File: src/rtl/seq_tail_light_ctrl_pkg.sv
// +--------------------------------------------------------------------------+
// | tlc_pkg: mode encoding and sweep-pattern helper for the tail-light ctrl  |
// | Revision: 1.0                                                            |
// +--------------------------------------------------------------------------+
`default_nettype none

package tlc_pkg;

    localparam int C_MAX_LAMPS = 16;

    typedef enum logic [1:0] {
        IDLE   = 2'd0,
        LEFT   = 2'd1,
        RIGHT  = 2'd2,
        HAZARD = 2'd3
    } mode_t;

    // The lowest `step` lamps are lit, capped at n; step 0 is all off.
    function automatic logic [C_MAX_LAMPS-1:0] sweep_pattern(input logic [4:0] step,
                                                             input int         n);
        logic [C_MAX_LAMPS-1:0] pat;
        for (int i = 0; i < C_MAX_LAMPS; i++) begin
            pat[i] = (i < int'(step)) && (i < n);
        end
        return pat;
    endfunction

endpackage

`default_nettype wire

File: src/rtl/seq_tail_light_ctrl_if.sv
// +--------------------------------------------------------------------------+
// | seq_tail_light_ctrl_if: driver requests in, lamp enables and mode out    |
// | hazard exists only when TLC_HAZARD_EN is defined.  Revision: 1.0         |
// +--------------------------------------------------------------------------+
`default_nettype none

interface seq_tail_light_ctrl_if #(
    parameter int N_LAMPS = 3
);
    logic                 brake;
    logic                 turn_left;
    logic                 turn_right;
`ifdef TLC_HAZARD_EN
    logic                 hazard;
`endif
    logic [N_LAMPS-1:0]   left_lamps;
    logic [N_LAMPS-1:0]   right_lamps;
    tlc_pkg::mode_t       mode;

`ifdef TLC_HAZARD_EN
    modport master (output brake, turn_left, turn_right, hazard,
                    input  left_lamps, right_lamps, mode);
    modport slave  (input  brake, turn_left, turn_right, hazard,
                    output left_lamps, right_lamps, mode);
`else
    modport master (output brake, turn_left, turn_right,
                    input  left_lamps, right_lamps, mode);
    modport slave  (input  brake, turn_left, turn_right,
                    output left_lamps, right_lamps, mode);
`endif

endinterface

`default_nettype wire

File: src/rtl/seq_tail_light_ctrl_step_prescaler.sv
// +--------------------------------------------------------------------------+
// | step_prescaler: counts 0..STEP_CYCLES-1, tick in the last count          |
// | Revision: 1.0                                                            |
// +--------------------------------------------------------------------------+
`default_nettype none

module step_prescaler #(
    parameter int STEP_CYCLES = 4
) (
    input  logic clk,
    input  logic rst_n,
    input  logic clr,
    output logic tick
);
    localparam int                 c_cnt_w = (STEP_CYCLES > 1) ? $clog2(STEP_CYCLES) : 1;
    localparam logic [c_cnt_w-1:0] c_last  = c_cnt_w'(STEP_CYCLES - 1);

    generate
        if (STEP_CYCLES < 1) begin : g_bad_step_cycles
            $error("step_prescaler: STEP_CYCLES must be >= 1");
        end
    endgenerate

    logic [c_cnt_w-1:0] r_cnt;

    assign tick = (r_cnt == c_last);

    always_ff @(posedge clk or negedge rst_n) begin
        if (!rst_n) begin
            r_cnt <= '0;
        end else if (clr || tick) begin
            r_cnt <= '0;
        end else begin
            r_cnt <= r_cnt + 1'b1;
        end
    end

endmodule

`default_nettype wire

File: src/rtl/seq_tail_light_ctrl.sv
// +--------------------------------------------------------------------------+
// | seq_tail_light_ctrl: sequential sweep / brake / hazard tail-light ctrl   |
// | Optional hazard flash with TLC_HAZARD_EN.  Revision: 1.0                 |
// +--------------------------------------------------------------------------+
`default_nettype none

module seq_tail_light_ctrl
    import tlc_pkg::*;
#(
    parameter int N_LAMPS     = 3,
    parameter int STEP_CYCLES = 4
) (
    input  logic                  clk,
    input  logic                  rst_n,
    seq_tail_light_ctrl_if.slave  bus
);
    localparam int                 c_step_w = $clog2(N_LAMPS + 1);
    localparam logic [N_LAMPS-1:0] c_all_on = '1;

    generate
        if (N_LAMPS < 1 || N_LAMPS > C_MAX_LAMPS) begin : g_bad_n_lamps
            $error("seq_tail_light_ctrl: N_LAMPS must be in 1..16");
        end
        if (STEP_CYCLES < 1) begin : g_bad_step_cycles
            $error("seq_tail_light_ctrl: STEP_CYCLES must be >= 1");
        end
    endgenerate

    mode_t               r_state;
    logic [c_step_w-1:0] r_step;
    logic [N_LAMPS-1:0]  r_left;
    logic [N_LAMPS-1:0]  r_right;

    mode_t               w_req;
    logic                w_change;
    logic                w_tick;
    logic [c_step_w-1:0] w_next_step;
    logic [N_LAMPS-1:0]  w_sweep;
    logic [N_LAMPS-1:0]  w_flash;
    logic [N_LAMPS-1:0]  w_brake_lvl;
    logic [N_LAMPS-1:0]  w_left_nxt;
    logic [N_LAMPS-1:0]  w_right_nxt;

    // Later assignments override earlier ones, giving hazard top priority.
    always_comb begin
        w_req = IDLE;
        if (bus.turn_left && !bus.turn_right) begin
            w_req = LEFT;
        end else if (bus.turn_right && !bus.turn_left) begin
            w_req = RIGHT;
        end
`ifdef TLC_HAZARD_EN
        if (bus.hazard) begin
            w_req = HAZARD;
        end
`endif
    end

    assign w_change = (w_req != r_state);

    step_prescaler #(
        .STEP_CYCLES (STEP_CYCLES)
    ) u_prescaler (
        .clk   (clk),
        .rst_n (rst_n),
        .clr   (w_change),
        .tick  (w_tick)
    );

    // A state change reloads the step even when it coincides with a tick.
    always_comb begin
        w_next_step = r_step;
        if (w_change) begin
            w_next_step = (w_req == LEFT || w_req == RIGHT) ? c_step_w'(1) : '0;
        end else if (w_tick) begin
            case (r_state)
                LEFT, RIGHT: w_next_step = (r_step == c_step_w'(N_LAMPS)) ? '0
                                                                          : r_step + 1'b1;
                HAZARD:      w_next_step = r_step ^ c_step_w'(1);
                default:     w_next_step = r_step;
            endcase
        end
    end

    assign w_sweep     = N_LAMPS'(sweep_pattern(5'(w_next_step), N_LAMPS));
    assign w_flash     = w_next_step[0] ? '0 : c_all_on;
    assign w_brake_lvl = bus.brake ? c_all_on : '0;

    always_comb begin
        w_left_nxt  = w_brake_lvl;
        w_right_nxt = w_brake_lvl;
        case (w_req)
            LEFT:    w_left_nxt  = w_sweep;
            RIGHT:   w_right_nxt = w_sweep;
            HAZARD: begin
                w_left_nxt  = w_flash;
                w_right_nxt = w_flash;
            end
            default: ;
        endcase
    end

    always_ff @(posedge clk or negedge rst_n) begin
        if (!rst_n) begin
            r_state <= IDLE;
            r_step  <= '0;
            r_left  <= '0;
            r_right <= '0;
        end else begin
            r_state <= w_req;
            r_step  <= w_next_step;
            r_left  <= w_left_nxt;
            r_right <= w_right_nxt;
        end
    end

    assign bus.left_lamps  = r_left;
    assign bus.right_lamps = r_right;
    assign bus.mode        = r_state;

endmodule

`default_nettype wire

File: src/flat_wrapper.sv
// flat-port wrapper written by rule: the top's interface ports become plain ports
module seq_tail_light_ctrl_flat import tlc_pkg::*;
#(
    parameter int N_LAMPS     = 3,
    parameter int STEP_CYCLES = 4
)
  (clk, rst_n, bus_brake, bus_turn_left, bus_turn_right, bus_left_lamps, bus_right_lamps, bus_mode);
  seq_tail_light_ctrl_if #(.N_LAMPS(N_LAMPS)) bus_i ();
  input  logic clk;
  input  logic rst_n;
  input wire logic [$bits(bus_i.brake)-1:0] bus_brake;
  input wire logic [$bits(bus_i.turn_left)-1:0] bus_turn_left;
  input wire logic [$bits(bus_i.turn_right)-1:0] bus_turn_right;
  output wire logic [$bits(bus_i.left_lamps)-1:0] bus_left_lamps;
  output wire logic [$bits(bus_i.right_lamps)-1:0] bus_right_lamps;
  output wire logic [$bits(bus_i.mode)-1:0] bus_mode;
  assign bus_i.brake = bus_brake;
  assign bus_i.turn_left = bus_turn_left;
  assign bus_i.turn_right = bus_turn_right;
  assign bus_left_lamps = bus_i.left_lamps;
  assign bus_right_lamps = bus_i.right_lamps;
  assign bus_mode = bus_i.mode;
  seq_tail_light_ctrl #(.N_LAMPS(N_LAMPS), .STEP_CYCLES(STEP_CYCLES)) u_core (.clk(clk), .rst_n(rst_n), .bus(bus_i));
endmodule
File: config.mk
export PLATFORM = sky130hd
export DESIGN_NAME = seq_tail_light_ctrl_flat
export DESIGN_NICKNAME = d
export VERILOG_FILES = /design/src/rtl/seq_tail_light_ctrl_pkg.sv /design/src/rtl/seq_tail_light_ctrl_if.sv /design/src/rtl/seq_tail_light_ctrl_step_prescaler.sv /design/src/rtl/seq_tail_light_ctrl.sv /design/src/flat_wrapper.sv
export SDC_FILE = /design/constraint.sdc
export NUM_CORES = 1
export LEC_CHECK = 0
export ABC_AREA = 1
export BUFFER_PORTS_ARGS = -buffer_cell sky130_fd_sc_hd__buf_2
export CORE_AREA = 10 10 66 68
export DETAILED_ROUTE_END_ITERATION = 7
export DIE_AREA = 0 0 76 78
export GPL_ROUTABILITY_DRIVEN = 0
export SYNTH_ARGS = -nofsm -noshare
export SYNTH_HDL_FRONTEND = slang
export SYNTH_SLANG_ARGS = --single-unit
File: constraint.sdc
create_clock -name clk -period 1.75 [get_ports clk]
set_input_delay 0.0875 -clock clk [delete_from_list [all_inputs] [get_ports clk]]
set_output_delay 0.0875 -clock clk [all_outputs]
set_load 0.05 [all_outputs]
==> results.json, run 1 <==
{
  "status": "finished clean",
  "crit_fanout": 5,
  "wirelength_microns": 1408,
  "drc": 0,
  "cts_max_level": 1,
  "fp.dieW_microns": 76,
  "finalHoldViolCount": 0,
  "p_leak_nw": 0.5294,
  "cts.sinks": 12,
  "layout-drive-gt1-share_pct": 32.69,
  "die-area_sq_mm": 0.005928,
  "synth_edf_count": 0,
  "yosys.cell_types.count": 16,
  "clockBufferDepth": 2,
  "synth_area_sq_um": 744.5,
  "nets": 118,
  "drtIter0Drc": 22,
  "grt_pass1_vias": 605,
  "drv_slew": 0,
  "tns_ns": 0,
  "fin_util_pct": 28.57,
  "max_clock_freq_mhz": 656.0,
  "path_cells": "inv_1 > ha_1 > nand2_1 > nand2_1 > nand2_1 > nand2_1 > nand2_4 > nand4_1 > nand2_1 > nand2_1",
  "dpl.cell_count": 145,
  "seqCellArea_sq_um": 300.3,
  "vias": 584,
  "setup_viol": 0,
  "multi_input_comb_area_sq_um": 379.1,
  "fin_area_sq_um": 908.4,
  "layoutNonFillerInstCount": 150,
  "rows": 21,
  "port_buffers": 12,
  "slowest_delay_ns": 0.44,
  "fill_cells": 349,
  "post_cts_resized": 0,
  "hold_depth": 3,
  "cts_tree": "built",
  "ant_nets": 0,
  "crit_top_cell": "nand2_1",
  "cts_root_buf": "clkbuf_4",
  "crit_type": "register to register",
  "hpwlAfterDp_microns": 1176,
  "diodes": 0,
  "syn_nets": 100,
  "yosys_warnings": 0,
  "die_h_microns": 78,
  "synthFlopType": "dfrtp_1",
  "grt_pass1_wl_microns": 2525,
  "crit_required_ns": 1.91,
  "whs_ns": 0.09135,
  "synthCells": 87,
  "dr.pass1.iters": 4,
  "critPathCaptureType": "register",
  "finClkSkew_ns": 0.008171,
  "relSlewSlack_pct": 81.79,
  "synth-seq-cells": 12,
  "cp-start-kind": "register",
  "place_area_sq_um": 862.1,
  "io_pins": 13,
  "syn_avg_cell_area_sq_um": 8.557,
  "setup_slack_ns": 0.2256,
  "clkLatencyLatePin_ns": 0.27,
  "fin_crit_ns": 1.524,
  "async_flop_share_pct": 100.0,
  "reg2reg_depth": 10,
  "antenna_found_initial": 0,
  "dp_slack_ns": 0.2401,
  "clkTransAtPathRegs_ns": 0.08,
  "grt_max_degree": 13,
  "area_growth_pct": 22.02,
  "cts_buffers": 3,
  "grt_setup_unrepaired": "no",
  "grt_usage_pct": 5.211,
  "fin_crit_sh_pct": 87.11,
  "core-area_sq_mm": 0.003179,
  "overflow": 0,
  "ir_worst_vdd_v": 0.0002227,
  "worstMarginPinSlew_ns": 0.2731,
  "power_mw": 0.7250,
  "vias_per_cell": 3.893,
  "power-per-cell-area_mw_per_mm2": 798.1,
  "initial_core_util_pct": 23.42,
  "hp-class": "primary input to register",
  "worstPathArrival_ns": 1.68,
  "drv_cap": 0,
  "wl_per_cell_microns": 9.387,
  "cp_slowest_cell": "dfrtp_1",
  "synth_seq_area_share_pct": 40.34
}
synth_stat cells, types with 3 or more instances:
master,number,share of area (%)
nand3_2,3,4.0
nand2_1,25,13
inv_2,3,1.5
nand4_1,3,2.5
nand3_1,3,2.0
nor2_1,3,1.5
inv_1,13,6.6
nand2_4,3,4.5
dfrtp_1,12,40
nand2_2,6,5.0
ha_1,8,13
registers in the layout, summed over array words and instances, names as in the netlist:
| register | flops |
|---|---|
| u_core.bus.left_lamps | 3 |
| u_core.bus.right_lamps | 3 |
| u_core.bus.mode | 2 |
| u_core.r_step | 2 |
| u_core.u_prescaler.r_cnt | 2 |
cells by family (layout without fill, tap and decap cells):
| group | Yosys count | in the layout | synth area share, % |
|---|---|---|---|
| simple gates | 49 | 49 | 36.30 |
| buf+inv | 17 | 34 | 8.739 |
| flops | 12 | 12 | 40.34 |
| fa+ha+maj | 8 | 8 | 13.45 |
| xor+xnor | 1 | 1 | 1.177 |
area by class of cell:
class,instances,share of cell area (%)
clock buffers,4,3.994
inverters,17,7.163
multi-input cells,58,41.74
flip-flops and latches,12,33.06
well taps,46,6.336
repair buffers,13,7.714
report_power, final:
group	internal, mW	switching (mW)	total [mW]
sequential	0.302	0.0128	0.315
clock	0.126	0.0928	0.219
combinational	0.0574	0.134	0.191
total	0.486	0.239	0.725
layer usage:
layer	GRT usage (%)	wire [microns]	share of wire (%)	vias to the layer above
li1	-	-	-	300
met1	5.295	599	43	269
met2	9.014	718	51	11
met3	2.074	75	5.3	4
met4	2.841	16	1.1	0
met5	0	0	0	-
critical path, delay by kind of cell (launching register included):
kind                       cells  cell delay [ns]
buffers and inverters          1             0.08
DFF                            1             0.44
and+or+nand+nor                8             0.58
adders and majority gates      1             0.31
worst paths after layout:
check                                                  from                           to  slack (ns)
worst max-delay path                     u_core.bus.mode[0]     u_core.bus.left_lamps[0]        0.23
worst min-delay path                              bus_brake    u_core.bus.right_lamps[2]        0.09
worst max register to register           u_core.bus.mode[0]     u_core.bus.left_lamps[0]        0.23
worst min register to register  u_core.u_prescaler.r_cnt[0]  u_core.u_prescaler.r_cnt[0]        0.44
max in group asynchronous                             rst_n    u_core.bus.right_lamps[2]        1.30
min in group asynchronous                             rst_n  u_core.u_prescaler.r_cnt[0]        0.22
layout by cell type (no fill, tap or decap), drive strengths merged, types with 4 or more instances in the layout:
cell and count:
inv 16, nand2 34, nand4 4, nor2 4, nand3 6, ha 8
buf 12, dfrtp 12, clkbuf 4
timing repair:
item                                   CTS  global route
endpoints found under the hold margin   12             0
hold buffers                             1             0
setup buffers                            0             0
Power figures use the tool's default switching activity.
==> run 2: changes to the inputs <==
PLACE_DENSITY = 0.42   (was default)
==> run 2 against run 1 <==
Effect of this change: die area did not move; routed wire length about the same; combinational power barely moved; largest cell class unchanged; sequential cell count is the same.
==> results.json, run 2 (synthesis results as in run 1) <==
{
  "status": "finished clean",
  "wl_per_cell_microns": 9.443,
  "clkPwrFrac_pct": 24.9,
  "cts_max_level": 1,
  "cts.sinks": 12,
  "place_area_sq_um": 862.1,
  "power-per-cell-area_mw_per_mm2": 751.6,
  "grt_pass1_vias": 604,
  "hold_depth": 3,
  "io_pins": 13,
  "drv_cap": 0,
  "slowest_delay_ns": 0.43,
  "drtIter0Drc": 23,
  "dpl.cell_count": 145,
  "min_from": "bus_brake",
  "hpwlAfterDp_microns": 1184,
  "initial_core_util_pct": 23.42,
  "p_sw_share_pct": 34.72,
  "clockBufferDepth": 2,
  "ir_worst_vdd_v": 0.0002628,
  "layoutNonFillerInstCount": 149,
  "whs_ns": 0.09339,
  "finalHoldViolCount": 0,
  "crit_top_cell": "nand2_1",
  "wirelength_microns": 1407,
  "hp-class": "primary input to register",
  "fin_area_sq_um": 894.6,
  "die_h_microns": 78,
  "setup_viol": 0,
  "crit_fanout": 5,
  "fin_crit_ns": 1.525,
  "critPathCaptureType": "register",
  "relSlewSlack_pct": 80.94,
  "dr.pass1.iters": 4,
  "ant_nets": 0,
  "max_clock_freq_mhz": 655.7,
  "reg2reg_slack_ns": 0.22,
  "antenna_found_initial": 0,
  "fin_util_pct": 28.14,
  "die-area_sq_mm": 0.005928,
  "p_leak_nw": 0.5222,
  "cp-start-kind": "register",
  "grt_usage_pct": 5.376,
  "cts_root_buf": "clkbuf_4",
  "reg2reg_depth": 12,
  "vias_per_cell": 3.846,
  "core-area_sq_mm": 0.003179,
  "drc": 0,
  "r2r-end": "u_core.bus.right_lamps[1]",
  "min_to": "u_core.bus.left_lamps[0]",
  "area_growth_pct": 20.17,
  "clkTransAtPathRegs_ns": 0.07,
  "r2r_start": "u_core.bus.mode[0]",
  "grt_max_degree": 13,
  "cts_tree": "built",
  "switching_power_mw": 0.2334,
  "grt_setup_unrepaired": "no",
  "cp_slowest_cell": "dfrtp_1",
  "finClkSkew_ns": 0.004331,
  "overflow": 0,
  "combPwrFrac_pct": 28.3,
  "clkLatencyLatePin_ns": 0.27,
  "worstMarginPinSlew_ns": 0.2859,
  "tns_ns": 0,
  "crit_required_ns": 1.91,
  "pwr-share-seq_pct": 46.9,
  "crit_type": "register to register",
  "grt_pass1_wl_microns": 2608,
  "worstPathArrival_ns": 1.68,
  "port_buffers": 12,
  "layout.cells.most_common_list": "nand2_1 (25), inv_1 (13), buf_2 (12), dfrtp_1 (12), ha_1 (8)",
  "diodes": 0,
  "cts_buffers": 3,
  "path_cells": "inv_1 > ha_1 > inv_1 > nand2_1 > nor2_1 > nand2_1 > nand2_1 > nand2_4 > nand3_2 > nand2_1 > nand2_1 > nand2_1",
  "rows": 21,
  "p_int_mw": 0.4389,
  "layout-drive-gt1-share_pct": 32.04,
  "fp.dieW_microns": 76,
  "drv_slew": 0,
  "layout_commonest_cell": "nand2_1",
  "post_cts_resized": 0,
  "vias": 573,
  "nets": 118,
  "fin_crit_sh_pct": 87.15
}
==> run 2: cell count changes in the layout (fill, tap and decap cells not counted) <==
cell,change
clkbuf_8,-1
==> run 2: critical path, delay by kind of cell, from the launching register on <==
family	cells	cell delay, ns
simple gates	9	0.61
flops	1	0.43
fa+ha+maj	1	0.20
buf+inv	2	0.17
==> run 2: layout make-up <==
class,count,area [sq um]
Inverter,17,65.06
Tap cell,46,57.56
Multi-Input combinational cell,58,379.1
Clock buffer,3,22.52
Sequential cell,12,300.3
Fill cell,357,2285
Timing Repair Buffer,13,70.07
==> run 2: worst max-delay path by stage <==
stage / slack, ns / startpoint / end
final: 0.22 / u_core.bus.mode[0] / u_core.bus.right_lamps[1]
after detailed placement: 0.22 / u_core.bus.mode[0] / u_core.bus.right_lamps[1]
after global routing: 0.05 / u_core.bus.mode[0] / u_core.bus.right_lamps[1]
after floorplan: 0.002 / u_core.bus.mode[0] / u_core.bus.right_lamps[1]
after CTS: 0.20 / u_core.bus.mode[0] / u_core.bus.right_lamps[1]
after global placement: 0.26 / u_core.bus.mode[0] / u_core.bus.left_lamps[0]
==> run 2: through the flow <==
step | total power, mW | setup slack [ns]
2_1_floorplan | 0.4660 | 0.002003
3_3_place_gp | 0.5096 | 0.2625
3_5_place_dp | 0.5134 | 0.2187
4_1_cts | 0.6832 | 0.2018
5_1_grt | 0.7193 | 0.04641
6_report | 0.6723 | 0.2248
==> run 2: power groups by stage <==
stage	registers [mW]	logic, mW	clock network (mW)
after floorplan	0.363	0.103	0
after global placement	0.320	0.190	0
after detailed placement	0.321	0.192	0
after CTS	0.316	0.194	0.174
after global routing	0.317	0.217	0.185
final	0.315	0.190	0.167
==> run 2: timing repair <==
action,4_1_cts,5_1_grt
hold buffers,1,0
setup buffers,0,0
endpoints found under the setup margin,0,0
hold endpoints to repair,12,0
==> run 2: layer usage <==
| layer | vias to the layer above | part of all wire, % | global-route usage (%) |
|---|---|---|---|
| li1 | 295 | - | - |
| met4 | 0 | 2.1 | 2.841 |
| met2 | 10 | 50 | 9.269 |
| met1 | 266 | 44 | 5.688 |
| met3 | 2 | 4.1 | 1.843 |
| met5 | - | 0 | 0 |
